==> config.mk <==
export PLATFORM = sky130hd
export DESIGN_NAME = uart_send_injector
export DESIGN_NICKNAME = d
export VERILOG_FILES = /design/src/rtl/uart_send_injector.sv
export SDC_FILE = /design/constraint.sdc
export NUM_CORES = 1
export LEC_CHECK = 0
export BUFFER_PORTS_ARGS = -buffer_cell sky130_fd_sc_hd__buf_4
export CORE_MARGIN = 2
export CORE_UTILIZATION = 57
export DETAILED_ROUTE_END_ITERATION = 16
export PLACE_DENSITY = 0.85
export SYNTH_ARGS = -nofsm -noshare
export SYNTH_HDL_FRONTEND = slang
export SYNTH_SLANG_ARGS = --single-unit
==> constraint.sdc <==
create_clock -name sys_clk -period 2.05 [get_ports sys_clk]
set_clock_uncertainty 0.1 [all_clocks]
set_input_delay 0.615 -clock sys_clk [delete_from_list [all_inputs] [get_ports sys_clk]]
set_output_delay 0.615 -clock sys_clk [all_outputs]
set_load 0.01 [all_outputs]
==> src/rtl/uart_send_injector.sv <==
// ---------------------------------------------------------------------------
// uart_send_injector
//
// Sits in series on a UART line between a far endpoint (real_rx) and a victim
// endpoint (bus_tx). In passthrough mode the real line is forwarded with one
// register stage of delay. In inject mode the real line is blocked and locally
// supplied bytes are sent as 8N1-style frames (start bit, NUM_DATA_BITS data
// bits LSB first, one stop bit). The mode only changes while the line is idle
// and nothing is queued, so no real frame or injected frame is ever cut short.
//
// Parameters
//   NUM_DATA_BITS : data bits per frame
//   CLKS_PER_BIT  : sys_clk cycles per bit time (>= 2)
//
// Ports
//   sys_clk     in   system clock, rising edge
//   rst         in   synchronous active-high reset
//   send_select in   requested source: 0 = passthrough, 1 = injected frames
//   send_start  in   one-cycle request to queue send_data
//   send_data   in   byte to inject, captured on the accepting edge
//   send_ready  out  a send_start on this cycle would be accepted
//   real_rx     in   synchronised line from the far endpoint (idle high)
//   bus_tx      out  registered line toward the victim endpoint (idle high)
// ---------------------------------------------------------------------------
module uart_send_injector #(
    parameter int NUM_DATA_BITS = 8,
    parameter int CLKS_PER_BIT  = 104
) (
    input  logic                     sys_clk,
    input  logic                     rst,
    input  logic                     send_select,
    input  logic                     send_start,
    input  logic [NUM_DATA_BITS-1:0] send_data,
    output logic                     send_ready,
    input  logic                     real_rx,
    output logic                     bus_tx
);

    localparam int BIT_W  = $clog2(NUM_DATA_BITS + 1);
    localparam int BAUD_W = (CLKS_PER_BIT > 2) ? $clog2(CLKS_PER_BIT) : 1;

    localparam logic [BIT_W-1:0]  BIT_LAST  = BIT_W'(NUM_DATA_BITS - 1);
    localparam logic [BAUD_W-1:0] BAUD_LAST = BAUD_W'(CLKS_PER_BIT - 1);

    typedef enum logic [1:0] {
        IDLE  = 2'd0,
        START = 2'd1,
        DATA  = 2'd2,
        STOP  = 2'd3
    } state_t;

    state_t                   state;
    logic                     eff_sel;
    logic                     hold_full;
    logic [NUM_DATA_BITS-1:0] hold_data;
    logic [NUM_DATA_BITS-1:0] shift_data;
    logic [BIT_W-1:0]         bit_cnt;
    logic [BAUD_W-1:0]        baud_cnt;

    logic baud_last;
    logic accept;
    logic load;
    logic sel_update;
    logic eff_sel_next;
    logic hold_full_next;

    // Next-state terms shared by the holding register and the FSM.
    always_comb begin
        baud_last  = (baud_cnt == BAUD_LAST);
        accept     = send_start & send_ready;
        // The queued byte enters the shifter either from IDLE or straight
        // out of the final stop-bit cycle, giving gapless back-to-back frames.
        load       = hold_full & eff_sel &
                     ((state == IDLE) | ((state == STOP) & baud_last));
        // Source may only switch when nothing is in flight, nothing is
        // queued, and the real line is idle (not mid real frame).
        sel_update = (state == IDLE) & ~hold_full & real_rx;
        eff_sel_next   = sel_update ? send_select : eff_sel;
        hold_full_next = accept | (hold_full & ~load);
    end

    // Effective select, one-entry holding register and the ready flag.
    // send_ready is built from the next-cycle values so it always agrees with
    // the registers it describes.
    always_ff @(posedge sys_clk) begin
        if (rst) begin
            eff_sel    <= 1'b0;
            hold_full  <= 1'b0;
            hold_data  <= '0;
            send_ready <= 1'b0;
        end else begin
            eff_sel    <= eff_sel_next;
            hold_full  <= hold_full_next;
            if (accept) begin
                hold_data <= send_data;
            end
            send_ready <= eff_sel_next & ~hold_full_next;
        end
    end

    // Frame FSM with registered line output. bus_tx is produced from the
    // state held before each edge, so the line trails the state by one cycle.
    always_ff @(posedge sys_clk) begin
        if (rst) begin
            state      <= IDLE;
            shift_data <= '0;
            bit_cnt    <= '0;
            baud_cnt   <= '0;
            bus_tx     <= 1'b1;
        end else begin
            case (state)
                IDLE: begin
                    baud_cnt <= '0;
                    bit_cnt  <= '0;
                    // Injecting: hold the line idle and drop the real line.
                    bus_tx   <= eff_sel ? 1'b1 : real_rx;
                    if (load) begin
                        shift_data <= hold_data;
                        state      <= START;
                    end
                end

                START: begin
                    bus_tx <= 1'b0;
                    if (baud_last) begin
                        baud_cnt <= '0;
                        bit_cnt  <= '0;
                        state    <= DATA;
                    end else begin
                        baud_cnt <= baud_cnt + BAUD_W'(1);
                    end
                end

                DATA: begin
                    bus_tx <= shift_data[0];
                    if (baud_last) begin
                        baud_cnt   <= '0;
                        shift_data <= shift_data >> 1;
                        if (bit_cnt == BIT_LAST) begin
                            bit_cnt <= '0;
                            state   <= STOP;
                        end else begin
                            bit_cnt <= bit_cnt + BIT_W'(1);
                        end
                    end else begin
                        baud_cnt <= baud_cnt + BAUD_W'(1);
                    end
                end

                STOP: begin
                    bus_tx <= 1'b1;
                    if (baud_last) begin
                        baud_cnt <= '0;
                        if (load) begin
                            shift_data <= hold_data;
                            state      <= START;
                        end else begin
                            state <= IDLE;
                        end
                    end else begin
                        baud_cnt <= baud_cnt + BAUD_W'(1);
                    end
                end

                default: begin
                    state  <= IDLE;
                    bus_tx <= 1'b1;
                end
            endcase
        end
    end

endmodule

Word-level counts from Yosys, hierarchy flattened --
Cells that the tools add are included.
Storage, ports and cells: output and inout port bits 2, input port bits 13, word-level logic and storage cells 61, register bits 33
Operators by class: add/subtract/negate cells 2, bitwise gates (word level) 13, reduce and logical (&&, ||, !) cells 7, multiplexer cells 20, equality and inequality tests 10
Operator list (count):
- $mux 8 | 3
- $pmux 8 s3 | 1
- $pmux 7 s2 | 1
- $mux 4 | 3
- $pmux 4 s3 | 1
- $mux 2 | 5
- $ne 2x2->1 const B | 5
- $and 1x1->1 | 8
- $pmux 2 s4 | 1
- $add 7x1->7 const B | 1
- $eq 7x7->1 const B | 1
- $mux 7 | 1
- $reduce_and 3->1 | 2
- $reduce_bool 3->1 | 2
- $reduce_and 5->1 | 1
- $add 4x1->4 const B | 1
- $eq 2x2->1 const B | 2
- $eq 4x3->1 const B | 1
- $pmux 1 s4 | 1
- $mux 1 | 3
- $not 1->1 | 3
- $reduce_or 3->1 | 1
- $eq 2x1->1 const B | 1
- $logic_not 2->1 | 1
- $or 1x1->1 | 2

Logic depth before layout (Yosys ltp) --
Gate-level depths: netlist (run 1).
depth after elaboration 9, depth in mapped cells 8, depth with buffers taken out 6

Worst setup path after synthesis (run 1) --
OpenSTA, ideal clock, no wires.
path kind reg-to-reg, start point register state[0], end point register shift_data[2], period minus slack after synthesis 1.875 ns, arrival time 1.642 ns, cell stages (with the launch flop) 8, library setup time 0.134 ns, required time 1.816 ns, path buffers 1, path slack 0.175 ns, cells stage by stage dfxtp_1 inv_1 ha_1 buf_2 and4bb_2 a32oi_2 a21o_1 a211oi_1
Between the ends: cells in the longest elaborated chain, start to end 7, elaborated cells between the ends (all ways) 13, those cells by class 4 x eq/ne; 3 x mux; 3 x bitwise; 3 x reduce/logical
RTL lines:
- start: declaration | line 52 | state_t state;
- start signal: assignment | line 105 | state <= IDLE;
- start signal: assignment | line 119 | state <= START;
- start signal: assignment | line 128 | state <= DATA;
- $eq 2x2->1 | line 74, 111
- $and 1x1->1 | line 74 | ((state == IDLE) | ((state == STOP) & baud_last));
- $or 1x1->1 | line 74
- $and 1x1->1 | line 73 | load = hold_full & eff_sel &
- $mux 8 (2 in series)
- $pmux 8 s3 | line 111 | case (state)
- end signal: assignment | line 118 | shift_data <= hold_data;
- end signal: assignment | line 138 | shift_data <= shift_data >> 1;
- end signal: assignment | line 155 | shift_data <= hold_data;
- end: declaration | line 56 | logic [NUM_DATA_BITS-1:0] shift_data;
Parallel ways exist; a longest one is shown, timed or not. The select of a mux whose other input is x is not followed. A chain may end at the register's enable or synchronous reset.

Final worst setup path (run 1) --
start point register state[0], end point register shift_data[1]
The elaborated chain is that of the path after synthesis.

==> flow_results.xml, run 1 <==
<?xml version="1.0" encoding="UTF-8"?>
<metrics>
  <group name="clock_network">
    <metric name="cts_tree" unit="">yes</metric>
    <metric name="clock-sinks" unit="">33</metric>
    <metric name="worst_setup_hold_path_clk_slew" unit="ps">90</metric>
    <metric name="worst_skew_pair.late_latency" unit="ps">340</metric>
    <metric name="root_buffer" unit="">clkbuf_4</metric>
    <metric name="cts_made_buffers" unit="">5</metric>
    <metric name="post_cts_buffers" unit="">0</metric>
    <metric name="cts_max_path_buffers" unit="">2</metric>
    <metric name="cts.htree.levels" unit="">2</metric>
  </group>
  <group name="global_routing">
    <metric name="pin_count_of_the_biggest_net_entering_global_routing" unit="">30</metric>
    <metric name="grt-ovfl-total" unit="">0</metric>
    <metric name="grt.total_usage" unit="%">23.5</metric>
    <metric name="grt_pass1_wl" unit="mm">5.88</metric>
    <metric name="initial_antenna_violation_count" unit="">0</metric>
    <metric name="number_of_global_route_vias_before_repair" unit="">1380</metric>
  </group>
  <group name="cells_and_area">
    <metric name="area_used_by_multi_input_combinational_logic" unit="um2">856</metric>
    <metric name="fin_nets" unit="">227</metric>
    <metric name="finish.instance_area" unit="um2">1800</metric>
    <metric name="sequential_cell_area" unit="um2">662</metric>
    <metric name="insertedDiodeCount" unit="">0</metric>
    <metric name="flow.area_growth_from_synthesis" unit="%">12.2</metric>
    <metric name="nFillCells" unit="">231</metric>
    <metric name="post_route_cells_drive_above_1_share" unit="%">15.9</metric>
  </group>
  <group name="yosys">
    <metric name="synthCells" unit="">192</metric>
    <metric name="postSynthAreaPerCell" unit="um2">8.35</metric>
    <metric name="synth-simple-area-share" unit="%">21.2</metric>
    <metric name="async_flop_share" unit="%">0</metric>
    <metric name="synth_top_cells_by_area" unit="">dfxtp_1 41%, a211oi_1 8.0%, a21oi_1 7.2%</metric>
    <metric name="synthDominantAreaCellType" unit="">dfxtp_1</metric>
    <metric name="yosys.area_share.xor_xnor" unit="%">2.73</metric>
    <metric name="syn-cell-area" unit="um2">1600</metric>
    <metric name="synth.yosys.warnings" unit="">0</metric>
    <metric name="synth_ff_type" unit="">dfxtp_1</metric>
    <metric name="yosys_register_bits" unit="">33</metric>
    <metric name="post_synth_mux_area_share" unit="%">0.624</metric>
    <metric name="largest_family_of_logic_cells_by_synthesized_area" unit="">compound AO/OA/AOI/OAI gates</metric>
    <metric name="synth_compound_area_share" unit="%">22.9</metric>
    <metric name="synth_top_cell_area_share" unit="%">41.2</metric>
    <metric name="syn-num-nets" unit="">212</metric>
    <metric name="number_of_enable_flip_flop_cells_after_synthesis" unit="">0</metric>
    <metric name="synth.yosys.seq_area_share" unit="%">41.2</metric>
    <metric name="synth_fa_ha_area_share" unit="%">5.46</metric>
    <metric name="netlist-cell-type-count" unit="">38</metric>
  </group>
  <group name="sta">
    <metric name="timing.final.hold_violations" unit="">0</metric>
    <metric name="final_max_slew_viol_count" unit="">0</metric>
    <metric name="post-route-period-util" unit="%">92.8</metric>
    <metric name="worst_case_setup_margin_in_the_final_layout" unit="ps">148</metric>
    <metric name="unrepaired_setup_endpoints_after_global_routing" unit="">no</metric>
    <metric name="slew_headroom" unit="%">66.7</metric>
    <metric name="fin_crit" unit="ps">1900</metric>
    <metric name="fmax" unit="MHz">526</metric>
    <metric name="setup_violations" unit="">0</metric>
    <metric name="setup_tns_final" unit="ps">0</metric>
    <metric name="timing_worst_slew_pin_value" unit="ps">499</metric>
  </group>
  <group name="route">
    <metric name="wire_per_inst" unit="um">14.4</metric>
    <metric name="detail_route.first_pass.iterations" unit="">4</metric>
    <metric name="drt_drc_violations_left" unit="">0</metric>
    <metric name="ant_nets" unit="">0</metric>
    <metric name="initialDrtViolationCount" unit="">56</metric>
    <metric name="post_drt_via_cell_ratio" unit="">6.06</metric>
    <metric name="totalWireLength" unit="mm">3.44</metric>
    <metric name="detailroute.via_count" unit="">1443</metric>
  </group>
  <group name="place">
    <metric name="place_ws" unit="ps">98.5</metric>
    <metric name="dpl.hpwl" unit="mm">2.52</metric>
    <metric name="dpl-instance-area" unit="um2">1740</metric>
    <metric name="port_buffers" unit="">14</metric>
    <metric name="globalplace.congestion" unit="">0.818</metric>
  </group>
  <group name="die">
    <metric name="std_cell_rows" unit="">19</metric>
    <metric name="placeableCoreArea" unit="um2">2710</metric>
    <metric name="initial_utilization" unit="%">59.2</metric>
    <metric name="die_x" unit="um">57.1</metric>
    <metric name="top_level_port_count" unit="">15</metric>
    <metric name="floorplan_die_area" unit="um2">3250</metric>
    <metric name="chipHeight" unit="um">57.1</metric>
  </group>
  <group name="worst_setup_path">
    <metric name="critical_path.reg2reg.startpoint" unit="">state[0]</metric>
    <metric name="worst-endpoint-required" unit="ps">2200</metric>
    <metric name="end_kind" unit="">flip-flop</metric>
    <metric name="timing_worst_setup_path_type" unit="">reg -&gt; reg</metric>
    <metric name="critical_path_arrival" unit="ps">2050</metric>
    <metric name="timing.critical_path.from" unit="">state[0]</metric>
    <metric name="timing.critical_path.fanout_max" unit="">7</metric>
    <metric name="crit_path_start_kind" unit="">flip-flop</metric>
  </group>
  <group name="flow_run">
    <metric name="max_cap_viol_count" unit="">0</metric>
  </group>
  <group name="run_status">
    <metric name="outcome" unit="">finished, final reports clean</metric>
  </group>
  <group name="pwr">
    <metric name="total_leakage_power" unit="nW">0.659</metric>
    <metric name="irDropWorstVdd" unit="V">0.000747</metric>
    <metric name="power.density_cell_area" unit="nW/um2">883</metric>
  </group>
  <group name="hold_path">
    <metric name="hold_start" unit="">baud_cnt[0]</metric>
    <metric name="hp_class" unit="">reg -&gt; reg</metric>
  </group>
</metrics>
[routing by layer]
metal	global-route usage, %	vias to the layer above	wire [um]
met4	8.64	0	44
li1	-	716	-
met2	39.2	51	1720
met3	8.84	5	210
met1	27.5	671	1460
met5	0	-	0
[sequential cells by signal, summed over array words and instances, names as in the netlist]
| register | cells |
|---|---|
| hold_full | 1 |
| baud_cnt | 7 |
| shift_data | 8 |
| bit_cnt | 4 |
| hold_data | 8 |
| send_ready | 1 |
| eff_sel | 1 |
| state | 2 |
| bus_tx | 1 |
[final timing paths]
path              endpoint  slack (ps)  cells after the start
max          shift_data[1]         150                      7
min reg2reg    baud_cnt[0]         350                      1
min            baud_cnt[0]         350                      1
max reg2reg  shift_data[1]         150                      7
[area by class of cell]
class / instances / area share (%)
clock buffer: 7 / 3.06
tap: 31 / 2.16
timing repair buffer: 18 / 7.51
sequential: 33 / 36.8
inverter: 14 / 2.92
multi-input combinational: 135 / 47.6
[synth_stat cells (3+ instances only)]
library cell and number:
a211oi_1 17, a21oi_1 23, a31oi_1 4, clkbuf_1 6, dfxtp_1 33, ha_1 7
inv_1 14, nand2_1 13, nand3_1 14, nor2_1 20, or2_2 3, xor2_1 3
[repair_timing]
item / 4_1_cts / 5_1_grt
setup endpoints to repair: 0 / 7
gates resized for setup: 0 / 3
hold buffers: 0 / 0
[worst max-delay path: stages (launching register included)]
cell,delay [ps]
dfxtp_2,370
inv_1,90
ha_1,260
and4bb_2,270
a32oi_2,210
buf_4,190
a211oi_1,80
a211oi_1,250
[cells by family (layout without fill, tap and decap cells)]
kind of cell | count (synthesis) | after routing
xor gates and xnor gates | 5 | 5
AOI/OAI and AO/OA | 55 | 55
and+or+nand+nor | 67 | 67
muxes | 1 | 1
DFF | 33 | 33
buffers and inverters | 24 | 39
adders and majority gates | 7 | 7
[cells in the final DEF (no fill, tap or decap), drive strengths merged, types with 3 or more instances in the layout]
master	n
inv	14
a21oi	23
buf	18
nand3	15
nor2	20
clkbuf	7
or2	3
dfxtp	33
ha	7
a211oi	17
nand2	13
xor2	3
a31oi	4
[per-stage QoR]
step                      hold slack [ps]  util (%)  std cells  total power, W
after floorplan                       318         -        192         0.00108
after global placement                331      64.0        231         0.00118
after detailed placement              335      64.0        231         0.00121
after CTS                             354      66.1        238         0.00157
after global routing                  384      66.4        238         0.00168
final                                 350      66.4        238         0.00159
[power breakdown]
group / internal, W / switching [W] / leakage (nW)
registers: 0.000684 / 0.0000340 / 0.267
clock network: 0.000162 / 0.000209 / 0.0314
logic: 0.000207 / 0.000293 / 0.361
Power figures use the tool's default switching activity.
==> run 2, diff against run 1 <==
--- a/config.mk
+++ b/config.mk
@@ -9,6 +9,7 @@
 export CORE_MARGIN = 2
 export CORE_UTILIZATION = 57
 export DETAILED_ROUTE_END_ITERATION = 16
+export GPL_TIMING_DRIVEN = 0
 export PLACE_DENSITY = 0.85
 export SYNTH_ARGS = -nofsm -noshare
 export SYNTH_HDL_FRONTEND = slang
==> run 2 against run 1 <==
Effect of this change:
- first-iteration DRC count grew 13%
- flip-flop and latch count is the same
- die area is the same
- final cell count grew 2.5%
- setup slack lost 44 ps
- sequential power is essentially flat
- count of clock-buffer cells in the layout shrank 1
- critical path type unchanged
==> flow_results.xml, run 2 (same netlist as run 1, synthesis figures left out) <==
<?xml version="1.0" encoding="UTF-8"?>
<metrics>
  <group name="worst_setup_path">
    <metric name="crit_end" unit="">shift_data[0]</metric>
    <metric name="timing_worst_setup_path_type" unit="">reg -&gt; reg</metric>
    <metric name="critical_path_arrival" unit="ps">2090</metric>
    <metric name="timing.critical_path.depth" unit="">7</metric>
    <metric name="worst_r2r_endpoint" unit="">shift_data[0]</metric>
    <metric name="timing.critical_path.max_delay_family" unit="">compound AO/OA/AOI/OAI gates</metric>
    <metric name="worst_r2r_path_depth" unit="">7</metric>
    <metric name="worst-endpoint-required" unit="ps">2200</metric>
    <metric name="worst-path-buf-inv" unit="">2</metric>
    <metric name="crit_path_start_kind" unit="">flip-flop</metric>
    <metric name="critPathMaxStageDelay" unit="ps">380</metric>
    <metric name="timing.critical_path.from" unit="">state[0]</metric>
    <metric name="critical_path.reg2reg.startpoint" unit="">state[0]</metric>
    <metric name="crit_chain" unit="">inv_2, ha_1, clkbuf_4, and4bb_2, a32oi_4, a211oi_1, a211oi_1</metric>
    <metric name="timing.critical_path.fanout_max" unit="">9</metric>
    <metric name="reg2reg_setup_slack" unit="ps">100</metric>
    <metric name="crit_path_frequent_cell" unit="">a211oi_1</metric>
    <metric name="end_kind" unit="">flip-flop</metric>
    <metric name="critical_path.slowest_cell" unit="">dfxtp_4</metric>
  </group>
  <group name="route">
    <metric name="ant_nets" unit="">0</metric>
    <metric name="totalWireLength" unit="mm">3.45</metric>
    <metric name="detail_route.first_pass.iterations" unit="">5</metric>
    <metric name="detailroute.via_count" unit="">1482</metric>
    <metric name="initialDrtViolationCount" unit="">63</metric>
    <metric name="drt_drc_violations_left" unit="">0</metric>
    <metric name="post_drt_via_cell_ratio" unit="">6.07</metric>
    <metric name="wire_per_inst" unit="um">14.1</metric>
  </group>
  <group name="hold_path">
    <metric name="hold-path-cell-count" unit="">1</metric>
    <metric name="hp_class" unit="">reg -&gt; reg</metric>
  </group>
  <group name="clock_network">
    <metric name="worst_setup_hold_path_clk_slew" unit="ps">100</metric>
    <metric name="clock-sinks" unit="">33</metric>
    <metric name="worst_skew_pair.late_latency" unit="ps">350</metric>
    <metric name="cts_max_path_buffers" unit="">2</metric>
    <metric name="cts_tree" unit="">yes</metric>
    <metric name="root_buffer" unit="">clkbuf_4</metric>
    <metric name="post_cts_hold_buffer_count" unit="">0</metric>
    <metric name="cts_made_buffers" unit="">5</metric>
    <metric name="cts.htree.levels" unit="">2</metric>
  </group>
  <group name="sta">
    <metric name="timing_worst_slew_pin_value" unit="ps">493</metric>
    <metric name="unrepaired_setup_endpoints_after_global_routing" unit="">no</metric>
    <metric name="setup_tns_final" unit="ps">0</metric>
    <metric name="fmax" unit="MHz">514</metric>
    <metric name="setup_violations" unit="">0</metric>
    <metric name="slew_headroom" unit="%">67.1</metric>
    <metric name="post-route-period-util" unit="%">94.9</metric>
    <metric name="fin_crit" unit="ps">1950</metric>
    <metric name="hold_slack" unit="ps">362</metric>
    <metric name="final_max_slew_viol_count" unit="">0</metric>
    <metric name="timing.final.hold_violations" unit="">0</metric>
  </group>
  <group name="global_routing">
    <metric name="grt-ovfl-total" unit="">0</metric>
    <metric name="initial_antenna_violation_count" unit="">0</metric>
    <metric name="pin_count_of_the_biggest_net_entering_global_routing" unit="">11</metric>
    <metric name="number_of_global_route_vias_before_repair" unit="">1392</metric>
    <metric name="grt.total_usage" unit="%">23.2</metric>
    <metric name="grt_pass1_wl" unit="mm">5.89</metric>
  </group>
  <group name="cells_and_area">
    <metric name="layout_top_registers" unit="">hold_data: 8 flops, shift_data: 8 flops, baud_cnt: 7 flops</metric>
    <metric name="mostFrequentLayoutCell" unit="">dfxtp_1</metric>
    <metric name="flow.area_growth_from_synthesis" unit="%">13.9</metric>
    <metric name="finish.instance_area" unit="um2">1830</metric>
    <metric name="fin_cells" unit="">244</metric>
    <metric name="insertedDiodeCount" unit="">0</metric>
    <metric name="post_route_cells_drive_above_1_share" unit="%">16.0</metric>
    <metric name="final_cell_mix" unit="">32 x dfxtp_1, 23 x a21oi_1, 19 x nor2_1, 17 x a211oi_1</metric>
    <metric name="fin_nets" unit="">232</metric>
  </group>
  <group name="place">
    <metric name="globalplace.congestion" unit="">0.816</metric>
    <metric name="dpl-instance-area" unit="um2">1740</metric>
    <metric name="port_buffers" unit="">13</metric>
    <metric name="place_inst" unit="">236</metric>
    <metric name="dpl.hpwl" unit="mm">2.53</metric>
  </group>
  <group name="die">
    <metric name="placeableCoreArea" unit="um2">2710</metric>
    <metric name="std_cell_rows" unit="">19</metric>
    <metric name="floorplan_die_area" unit="um2">3250</metric>
    <metric name="top_level_port_count" unit="">15</metric>
    <metric name="chipHeight" unit="um">57.1</metric>
    <metric name="die_x" unit="um">57.1</metric>
    <metric name="initial_utilization" unit="%">59.2</metric>
  </group>
  <group name="pwr">
    <metric name="power.density_cell_area" unit="nW/um2">855</metric>
    <metric name="irDropWorstVdd" unit="V">0.000839</metric>
    <metric name="report.power.total" unit="W">0.00156</metric>
    <metric name="total_leakage_power" unit="nW">0.659</metric>
  </group>
  <group name="flow_run">
    <metric name="max_cap_viol_count" unit="">0</metric>
  </group>
  <group name="run_status">
    <metric name="outcome" unit="">finished, final reports clean</metric>
  </group>
</metrics>
## run 2: cell types whose count changed in the layout (fill, tap and decap cells not counted), sizes merged
cell / delta
buf: -2
clkbuf: +6
clkinv: +2
## run 2: cell type report
class / instances / area [um2]
fill: 229 / 883
multi-input combinational: 135 / 876
sequential: 33 / 664
timing repair buffer: 13 / 97.6
inverter: 14 / 52.6
buffer: 10 / 46.3
clock buffer: 6 / 41.3
tap: 31 / 38.8
clock inverter: 2 / 10.0
## run 2: worst min-delay path by stage
| stage | startpoint | slack, ps | endpoint |
|---|---|---|---|
| global placement | baud_cnt[0] | 330 | baud_cnt[0] |
| finish | baud_cnt[0] | 360 | baud_cnt[0] |
| global route | shift_data[5] | 380 | shift_data[5] |
| floorplan | baud_cnt[0] | 320 | baud_cnt[0] |
| detailed placement | baud_cnt[0] | 340 | baud_cnt[0] |
| CTS | baud_cnt[0] | 360 | baud_cnt[0] |
## run 2: stage by stage
stage	utilization (%)	worst slack, ps
2_1_floorplan	-	175
3_3_place_gp	64.2	-21.7
3_5_place_dp	64.2	-69.1
4_1_cts	66.9	4.95
5_1_grt	67.4	0.899
6_report	67.4	104
## run 2: power breakdown
| group | switching (W) | total [W] | leakage [nW] | internal (W) |
|---|---|---|---|---|
| registers | 0.0000309 | 0.000719 | 0.268 | 0.000688 |
| clock network | 0.000213 | 0.000343 | 0.0320 | 0.000130 |
| logic | 0.000299 | 0.000501 | 0.360 | 0.000202 |
## run 2: timing repair
| action | CTS | global route |
|---|---|---|
| pin swaps | 2 | 6 |
| endpoints found under the setup margin | 7 | 12 |
| setup buffers | 0 | 0 |
| cloned | 0 | 0 |
| endpoints found under the hold margin | 0 | 0 |
| gates resized for setup | 3 | 7 |
## run 2: metal layers
layer	vias up	part of all wire [%]	track usage (%)	routed length [um]
met5	-	0	0	0
met4	0	1.9	9.97	67
met2	54	48	38.8	1660
met1	695	44	27.3	1510
li1	723	-	-	-
met3	10	6.2	7.48	214
